==> config.mk <==
export PLATFORM = sky130hd
export DESIGN_NAME = vga_timing_gen
export DESIGN_NICKNAME = d
export VERILOG_FILES = /design/src/rtl/vga_timing_pkg.sv /design/src/rtl/vga_timing_gen_pix_en_div.sv /design/src/rtl/vga_timing_gen.sv
export SDC_FILE = /design/constraint.sdc
export NUM_CORES = 1
export LEC_CHECK = 0
export ABC_AREA = 1
export CAP_MARGIN = 10
export CORE_MARGIN = 1
export CORE_UTILIZATION = 30
export CTS_CLUSTER_SIZE = 10
export DETAILED_ROUTE_END_ITERATION = 6
export DONT_BUFFER_PORTS = 1
export HOLD_SLACK_MARGIN = 0.05
export SLEW_MARGIN = 20
export SYNTH_ARGS = -nofsm -noshare
export SYNTH_HDL_FRONTEND = slang
export SYNTH_SLANG_ARGS = --single-unit
==> constraint.sdc <==
create_clock -name clk -period 3.4 [get_ports clk]
set_input_delay 0.68 -clock clk [delete_from_list [all_inputs] [get_ports clk]]
set_output_delay 0.68 -clock clk [all_outputs]
set_load 0.005 [all_outputs]
==> src/rtl/vga_timing_pkg.sv <==
`default_nettype none
// ============================================================================
// Module      : vga_timing_pkg
// Description : Shared 640x480@60 VGA timing constants and a window helper.
//               The sprite/playfield logic imports these same bounds so that
//               every block agrees on where the visible area sits.
// Revision    : 1.0 - initial release
// ============================================================================
package vga_timing_pkg;

    localparam int CNT_W       = 10;   // width of hCount / vCount

    // Horizontal timing, in pixels. Line starts with the sync pulse.
    localparam int H_TOTAL     = 800;
    localparam int H_SYNC_END  = 96;   // sync low for 0..H_SYNC_END-1
    localparam int H_VIS_START = 144;  // first visible column
    localparam int H_VIS_END   = 784;  // one past the last visible column

    // Vertical timing, in lines. Frame starts with the sync pulse.
    localparam int V_TOTAL     = 525;
    localparam int V_SYNC_END  = 2;
    localparam int V_VIS_START = 35;
    localparam int V_VIS_END   = 515;

    // True when lo <= pos < hi_excl.
    function automatic logic in_window(
        input logic [CNT_W-1:0] pos,
        input int               lo,
        input int               hi_excl
    );
        return (int'(pos) >= lo) && (int'(pos) < hi_excl);
    endfunction

endpackage
`default_nettype wire

==> src/rtl/vga_timing_gen_pix_en_div.sv <==
`default_nettype none
// ============================================================================
// Module      : pix_en_div
// Description : Divides the system clock by CLK_DIV and produces a registered
//               one-clk pixel strobe, high while the divider sits at its last
//               count (i.e. the cycle before the pixel counters advance).
// Ports       : clk    - system clock
//               rst    - synchronous active-high reset
//               pix_en - one-clk pixel strobe (registered)
// Revision    : 1.0 - initial release
// ============================================================================
module pix_en_div #(
    parameter int CLK_DIV = 4
) (
    input  logic clk,
    input  logic rst,
    output logic pix_en
);
    import vga_timing_pkg::*;

    localparam int                 c_DIV_W   = (CLK_DIV > 1) ? $clog2(CLK_DIV) : 1;
    localparam logic [c_DIV_W-1:0] c_DIV_MAX = c_DIV_W'(CLK_DIV - 1);

    logic [c_DIV_W-1:0] r_div;
    logic [c_DIV_W-1:0] w_div_next;
    logic               r_pix_en;

    always_comb begin
        w_div_next = (r_div == c_DIV_MAX) ? '0 : r_div + c_DIV_W'(1);
    end

    // The strobe is registered from the next divider value so that it is
    // exactly (div == CLK_DIV-1) while still being a flop output.
    always_ff @(posedge clk) begin
        if (rst) begin
            r_div    <= '0;
            r_pix_en <= 1'b0;
        end else begin
            r_div    <= w_div_next;
            r_pix_en <= (w_div_next == c_DIV_MAX);
        end
    end

    assign pix_en = r_pix_en;

endmodule
`default_nettype wire

==> src/rtl/vga_timing_gen.sv <==
`default_nettype none
// ============================================================================
// Module      : vga_timing_gen
// Description : VGA raster timing generator. Produces pixel/line counters,
//               active-low syncs, the visible-area flag, line/frame ticks and
//               a free-running frame counter. Every output is a flop.
// Ports       : clk         - system clock (only clock used)
//               rst         - synchronous active-high reset
//               hCount      - current pixel column 0..H_TOTAL-1
//               vCount      - current line 0..V_TOTAL-1
//               hSync       - horizontal sync, active-low
//               vSync       - vertical sync, active-low
//               bright      - (hCount, vCount) inside the 640x480 window
//               pix_en      - one-clk strobe before the counters advance
//               line_tick   - one-clk pulse after each hCount wrap
//               frame_tick  - one-clk pulse after each frame wrap
//               frame_count - completed frames, modulo 2^16
// Revision    : 1.0 - initial release
// ============================================================================
module vga_timing_gen #(
    parameter int CLK_DIV = 4,
    parameter int H_TOTAL = vga_timing_pkg::H_TOTAL,
    parameter int V_TOTAL = vga_timing_pkg::V_TOTAL
) (
    input  logic        clk,
    input  logic        rst,
    output logic [9:0]  hCount,
    output logic [9:0]  vCount,
    output logic        hSync,
    output logic        vSync,
    output logic        bright,
    output logic        pix_en,
    output logic        line_tick,
    output logic        frame_tick,
    output logic [15:0] frame_count
);
    import vga_timing_pkg::*;

    localparam logic [9:0] c_H_MAX = 10'(H_TOTAL - 1);
    localparam logic [9:0] c_V_MAX = 10'(V_TOTAL - 1);

    logic        w_pix_en;
    logic        w_h_wrap;
    logic        w_v_wrap;
    logic [9:0]  w_h_next;
    logic [9:0]  w_v_next;

    logic [9:0]  r_h_count;
    logic [9:0]  r_v_count;
    logic        r_hsync;
    logic        r_vsync;
    logic        r_bright;
    logic        r_line_tick;
    logic        r_frame_tick;
    logic [15:0] r_frame_count;

    pix_en_div #(
        .CLK_DIV (CLK_DIV)
    ) u_pix_en_div (
        .clk    (clk),
        .rst    (rst),
        .pix_en (w_pix_en)
    );

    always_comb begin
        w_h_wrap = w_pix_en && (r_h_count == c_H_MAX);
        w_v_wrap = w_h_wrap && (r_v_count == c_V_MAX);

        w_h_next = r_h_count;
        if (w_pix_en) begin
            w_h_next = w_h_wrap ? 10'd0 : r_h_count + 10'd1;
        end

        w_v_next = r_v_count;
        if (w_h_wrap) begin
            w_v_next = w_v_wrap ? 10'd0 : r_v_count + 10'd1;
        end
    end

    // Syncs and bright are decoded from the next counts so they line up with
    // the counter values presented in the same cycle.
    always_ff @(posedge clk) begin
        if (rst) begin
            r_h_count     <= '0;
            r_v_count     <= '0;
            r_hsync       <= 1'b0;
            r_vsync       <= 1'b0;
            r_bright      <= 1'b0;
            r_line_tick   <= 1'b0;
            r_frame_tick  <= 1'b0;
            r_frame_count <= '0;
        end else begin
            r_h_count    <= w_h_next;
            r_v_count    <= w_v_next;
            r_hsync      <= !in_window(w_h_next, 0, H_SYNC_END);
            r_vsync      <= !in_window(w_v_next, 0, V_SYNC_END);
            r_bright     <= in_window(w_h_next, H_VIS_START, H_VIS_END) &&
                            in_window(w_v_next, V_VIS_START, V_VIS_END);
            r_line_tick  <= w_h_wrap;
            r_frame_tick <= w_v_wrap;
            if (w_v_wrap) begin
                r_frame_count <= r_frame_count + 16'd1;
            end
        end
    end

    assign hCount      = r_h_count;
    assign vCount      = r_v_count;
    assign hSync       = r_hsync;
    assign vSync       = r_vsync;
    assign bright      = r_bright;
    assign pix_en      = w_pix_en;
    assign line_tick   = r_line_tick;
    assign frame_tick  = r_frame_tick;
    assign frame_count = r_frame_count;

endmodule
`default_nettype wire

==> results.md, run 1 <==
* Via Count at 2,232
* Final-report setup violation count at 0
* Placement Rows at 32
* Dpl hpwl at 4.36 mm
* First-pass DRT Iterations at 4
* Yosys cell types at 36
* Final-report hold violation count at 0
* Remaining DRCs at 0
* Switching part of the total at 0.219
* Combinational share of power at 0.014
* Longest Clk Path Bufs at 2
* CTS resizes at 0
* Worst endpoint required time at 3.60 ns
* Routed wl met3 at 354 um
* Worst slew pin tran at 0.493 ns
* Lkg Pwr at 0.00115 uW
* Mapped cell area at 0.00241 mm^2
* Syn_area_per_cell at 6.78 um^2
* Yosys reg bits at 44
* Post-synth top flop: dfxtp_1
* Final Cell Area at 0.00261 mm^2
* Synth warn at 0
* Core Area at 0.00777 mm^2
* CTS tree: built
* CTS sink count at 44
* Fin crit period at 2.12 ns
* Seq/Total Area, Yosys at 0.365
* Fmax achieved at 471 MHz
* # diodes at 0
* CP max FO at 14
* Global-route wire length before repair at 9.58 mm
* Async SR Flop Fraction at 0
* Hold slack final at 0.451 ns
* Setup CP Type: flop to flop
* Ports at 44
* Gate Count Post-Synth at 356
* Internal power at 690 uW
* Placer Congestion at 0.811
* Largest net degree at the start of global routing at 31
* Clock Skews at 0.00957 ns
* Layout area overhead at 8.30%
* Clock transition at path regs at 0.09 ns
* Die height at 91.7 um
* Clock share of power at 0.390
* Flop pwr share at 0.596
* Max_slew headroom at 0.671
* H-tree levels at 2
* Initial DRC count at 125
* Power Density at 338 mW/mm^2
* Setup Fix Bufs, Post-CTS at 0
* Metal-1 WL at 2.53 mm
* Syn Nets at 364
* Final Cycle Share at 0.624
* Net Switching at 193 uW
* Pins Over Slew Limit at 0
* CP endpoint kind: flop
* Total Routing Usage GR at 0.141
* Setup tns final at 0 ns
* Maximum vdd drop at 120 uV
* Layout cells sized above 1 at 0.0696
* Die area at 0.00840 mm^2
* Initial antenna violation count at 0
* Clock latency on the worst-skew pair at 0.29 ns
* CTS root buf: clkbuf_8
* PortBufs at 0
* Metal2 WL at 2.70 mm
* Vias per std cell at 4.84
* Top sig layer: met4
* CP arrival at 2.32 ns
* Fill cells at 847
* Vias in the first global route at 2,045
* Post-Place Setup Slack at 1.27 ns
* Worst hold path type: flop to flop
* CTS Buf Count at 5
* Grt ovf at 0
* ANT nets after route at 0
* CP Launch Type: flop
* Status: completed
* Drt wl/cell at 12.3 um
* Initial Utilization at 0.311
* Routed WL at 5.67 mm
* Post-synth EDFFs at 0
* Fin nets at 366
* Die W at 91.7 um
* Post-DP Area at 0.00252 mm^2
* # hold bufs at CTS at 0
* Max-cap violation count at 0
* Final worst setup slack at 1.28 ns
* RSZ-0062 raised after global routing: false
* Util after Layout at 0.336
-- final timing paths --
kind	start	end	slack [ns]	cells after the start
worst max-delay path	u_pix_en_div.pix_en$_SDFF_PP0_	frame_count[13]$_SDFFE_PP0P_	1.28	11
worst min-delay path	u_pix_en_div.r_div[0]$_SDFF_PP0_	u_pix_en_div.r_div[0]$_SDFF_PP0_	0.45	1
worst max register to register	u_pix_en_div.pix_en$_SDFF_PP0_	frame_count[13]$_SDFFE_PP0P_	1.28	11
worst min register to register	u_pix_en_div.r_div[0]$_SDFF_PP0_	u_pix_en_div.r_div[0]$_SDFF_PP0_	0.45	1
-- metal layers --
metal,global-route usage,up-vias
li1,-,1154
met4,0.0529,0
met1,0.163,1020
met3,0.0439,6
met2,0.244,52
met5,0,-
-- cell usage in the layout (no fill, tap or decap), types with 2 or more instances in the layout --
| master | Yosys | routed |
|---|---|---|
| a21oi_1 | 15 | 15 |
| clkbuf_8 | 0 | 6 |
| dfxtp_1 | 44 | 44 |
| ha_1 | 6 | 6 |
| inv_1 | 50 | 50 |
| inv_2 | 3 | 3 |
| nand2_1 | 81 | 81 |
| nand2_2 | 2 | 2 |
| nand3_1 | 35 | 35 |
| nand4_1 | 15 | 15 |
| nor2_1 | 49 | 49 |
| nor2_2 | 2 | 2 |
| nor2_8 | 2 | 2 |
| nor3_1 | 11 | 11 |
| o21ai_0 | 10 | 10 |
| o21ai_1 | 3 | 3 |
| xor2_1 | 5 | 5 |
-- through the flow --
step / total power (uW) / cells
floorplan: 552 / 356
global placement: 550 / 453
detailed placement: 551 / 453
CTS: 900 / 461
global route: 926 / 461
finish: 883 / 461
-- final cells by class --
cell class	count	area, um^2	area share
clock inverter	1	7.51	0.00287
sequential	44	881	0.337
clock buffer	7	86.3	0.0330
tap	102	128	0.0489
multi-input combinational	254	1310	0.502
inverter	53	199	0.0761
-- flip-flops by register name (all words and copies together) (netlist names) --
signal,flops
frame_count,16
hCount,10
vCount,10
vSync,1
u_pix_en_div.r_div,2
hSync,1
bright,1
u_pix_en_div.pix_en,1
line_tick,1
frame_tick,1
-- cell families (layout without fill, tap and decap cells) --
group	after synthesis	after routing	synth area share
buf+inv	58	61	0.0913
xor+xnor	6	6	0.0218
flops	44	44	0.365
fa+ha+maj	6	6	0.0311
simple gates	210	210	0.420
compound gates	32	32	0.0711
-- cells in the mapped netlist, types with 2 or more instances --
master	n	area, um^2
a21oi_1	15	75.1
buf_2	2	10.0
clkbuf_1	3	11.3
dfxtp_1	44	881
ha_1	6	75.1
inv_1	50	188
inv_2	3	11.3
nand2_1	81	304
nand2_2	2	12.5
nand3_1	35	175
nand4_1	15	93.8
nor2_1	49	184
nor2_2	2	12.5
nor2_8	2	40.0
nor3_1	11	55.1
o21ai_0	10	50.1
o21ai_1	3	15.0
xor2_1	5	43.8
-- critical path: stages (launching register included) --
cell	delay [ns]
dfxtp_1	0.63
nand2_1	0.09
inv_1	0.07
nand2_1	0.06
nor3_1	0.34
nand2_1	0.23
nor3_2	0.20
nand2_1	0.07
nor2_1	0.12
nand3_1	0.08
nor2_1	0.09
nor2_1	0.05
-- power groups by stage --
stage | combinational (uW) | clock [uW] | sequential, uW
after global routing | 15.5 | 383 | 527
after global placement | 12.4 | 0 | 538
after CTS | 12.8 | 361 | 526
after floorplan | 16.8 | 0 | 535
final | 12.4 | 345 | 526
after detailed placement | 12.7 | 0 | 538
Power figures use the tool's default switching activity.
==> inputs of run 2 (changes only) <==
==> constraint.sdc (replaced) <==
create_clock -name clk -period 1.9 [get_ports clk]
set_input_delay 0.38 -clock clk [delete_from_list [all_inputs] [get_ports clk]]
set_output_delay 0.38 -clock clk [all_outputs]
set_load 0.005 [all_outputs]
==> run 2 against run 1 <==
- die area stayed put
- worst hold slack worse by 0.31 ns
- sequential cell count stayed put
- register-to-register slack worse by 1.1 ns
- cell count is 6.9% higher
- sequential share of layout area is 3.9 points lower
- fmax is 23% higher
- routed wire length is 7.1% higher
- largest power group unchanged
- highest routed layer unchanged
==> results.md, run 2 (synthesis gave the netlist of run 1 again) <==
* CP Launch Type: flop
* CTS root buf: clkbuf_8
* Die area at 0.00840 mm^2
* Initial DRC count at 124
* Critical R2R Launch: vCount[0]$_SDFF_PP0_
* Largest net degree at the start of global routing at 31
* Ports at 44
* Most frequent cells in the layout: nand2_1 (78), inv_1 (49), dfxtp_1 (41)
* Busiest layer in global routing: met2
* Total Routing Usage GR at 0.152
* Status: completed
* Layout cells sized above 1 at 0.205
* Beginning of the worst hold path: rst
* Clock transition at path regs at 0.09 ns
* Met2 Track Usage GR at 0.257
* Internal power at 1330 uW
* Grt ovf at 0
* GRT met1 Usage at 0.188
* Post-DP Area at 0.00274 mm^2
* Final-report hold violation count at 0
* Clock share of power at 0.426
* CP endpoint kind: flop
* Fin crit period at 1.73 ns
* Lkg Pwr at 0.00137 uW
* CTS Buf Count at 5
* Initial Utilization at 0.311
* Final worst setup slack at 0.172 ns
* Fmax achieved at 579 MHz
* Core Area at 0.00777 mm^2
* Worst R2R Path Depth at 12
* ANT nets after route at 0
* Routed WL at 6.07 mm
* Hold Path Sink: hCount[4]$_SDFF_PP0_
* Worst r2r dst: bright$_SDFF_PP0_
* Post-Place Setup Slack at -0.0177 ns
* Power Density at 570 mW/mm^2
* # diodes at 0
* Max_slew headroom at 0.803
* Placement Rows at 32
* Pins Over Slew Limit at 0
* H-tree levels at 2
* Die W at 91.7 um
* Worst hold path type: input port to flop
* Vias per std cell at 4.83
* Combinational share of power at 0.020
* Global-route wire length before repair at 10.3 mm
* Clock Skews at 0.00990 ns
* CTS tree: built
* Final-report setup violation count at 0
* Clock latency on the worst-skew pair at 0.30 ns
* Max reg flops at 16
* Placer Congestion at 0.879
* PortBufs at 0
* Layout area overhead at 23.2%
* Setup tns final at 0 ns
* # hold bufs at CTS at 0
* Die height at 91.7 um
* Fin nets at 398
* Remaining DRCs at 0
* Hold path cells at 1
* CTS sink count at 44
* Initial antenna violation count at 0
* Vias in the first global route at 2,233
* Longest Clk Path Bufs at 2
* Worst endpoint required time at 2.10 ns
* Worst slew pin tran at 0.294 ns
* Reg2Reg Setup Slack at 0.17 ns
* Most common cell after layout, fill and taps aside: nand2_1
* CP arrival at 1.93 ns
* Maximum vdd drop at 299 uV
* Final Cycle Share at 0.910
* Via Count at 2,383
* GRT met3 Usage at 0.0431
* Final Cell Area at 0.00297 mm^2
* Switching part of the total at 0.212
* Dpl hpwl at 4.60 mm
* First-pass DRT Iterations at 4
* Max-cap violation count at 0
* Flop pwr share at 0.553
* CP max FO at 4
* Net Switching at 359 uW
* Drt wl/cell at 12.3 um
* Setup CP Type: flop to flop
-- run 2: cell types whose count changed in the layout (fill, tap and decap cells not counted), moves of 2 or more --
| cell | delta |
|---|---|
| buf_4 | +32 |
| nor2_1 | -9 |
| dfxtp_2 | +2 |
| nand3_1 | -3 |
| nand2_1 | -3 |
| nor2_2 | +8 |
| nand2_2 | +3 |
| nand3_2 | +2 |
| dfxtp_1 | -3 |
| nor3_4 | +2 |
-- run 2: power by group through the flow --
stage,Combinational [uW],Sequential [uW],Clock (uW)
3_3_place_gp,34.4,959,0
3_5_place_dp,34.9,959,0
4_1_cts,35.1,938,754
5_1_grt,42.2,939,784
2_1_floorplan,30.1,958,0
6_report,34.6,937,722
-- run 2: cell type report --
type                       count  area (um^2)
fill                         835         4800
timing repair buffer          32          240
inverter                      53          201
sequential                    44          887
clock buffer                   5         68.8
multi-input combinational    254         1400
clock inverter                 3         42.5
tap                          102          128
-- run 2: worst max-delay path by stage --
| stage | slack, ns | from | depth (start not counted) | end |
|---|---|---|---|---|
| finish | 0.17 | vCount[0]$_SDFF_PP0_ | 12 | bright$_SDFF_PP0_ |
| detailed placement | -0.02 | u_pix_en_div.pix_en$_SDFF_PP0_ | 11 | frame_count[13]$_SDFFE_PP0P_ |
| CTS | 0.02 | vCount[3]$_SDFF_PP0_ | 11 | frame_count[13]$_SDFFE_PP0P_ |
| global placement | -0.03 | u_pix_en_div.pix_en$_SDFF_PP0_ | 11 | frame_count[13]$_SDFFE_PP0P_ |
| global route | -0.004 | hCount[7]$_SDFF_PP0_ | 10 | frame_count[13]$_SDFFE_PP0P_ |
| floorplan | 0.14 | hCount[0]$_SDFF_PP0_ | 10 | frame_count[13]$_SDFFE_PP0P_ |
-- run 2: repair_timing --
action / in CTS / in global routing
resized for setup: 2 / 27
setup endpoints to repair: 1 / 11
pin swaps: 0 / 7
buffers inserted: 0 / 3
gates cloned: 0 / 0
-- run 2: per-layer routing --
layer | vias up | wire (um)
li1 | 1220 | -
met1 | 1083 | 2690
met2 | 74 | 2860
met3 | 6 | 461
met4 | 0 | 64
met5 | - | 0
-- run 2: critical path, stage by stage, from the launching register on --
cell and delay [ns]:
dfxtp_1 0.40, buf_4 0.16, nand2_1 0.07, nor2_1 0.24, nand3_1 0.12, nand2_1 0.07, o21ai_0 0.09, nor2_1 0.15
nand2_1 0.08, nor2_2 0.11, nand2_1 0.06, nand2_1 0.05, nor2_1 0.03
-- run 2: per-stage QoR --
| stage | hold slack (ns) | instances | util | power, uW |
|---|---|---|---|---|
| 2_1_floorplan | 0.428 | 356 | - | 988 |
| 3_3_place_gp | 0.436 | 482 | 0.352 | 993 |
| 3_5_place_dp | 0.453 | 482 | 0.352 | 994 |
| 4_1_cts | 0.127 | 490 | 0.367 | 1730 |
| 5_1_grt | 0.122 | 493 | 0.383 | 1770 |
| 6_report | 0.137 | 493 | 0.383 | 1690 |
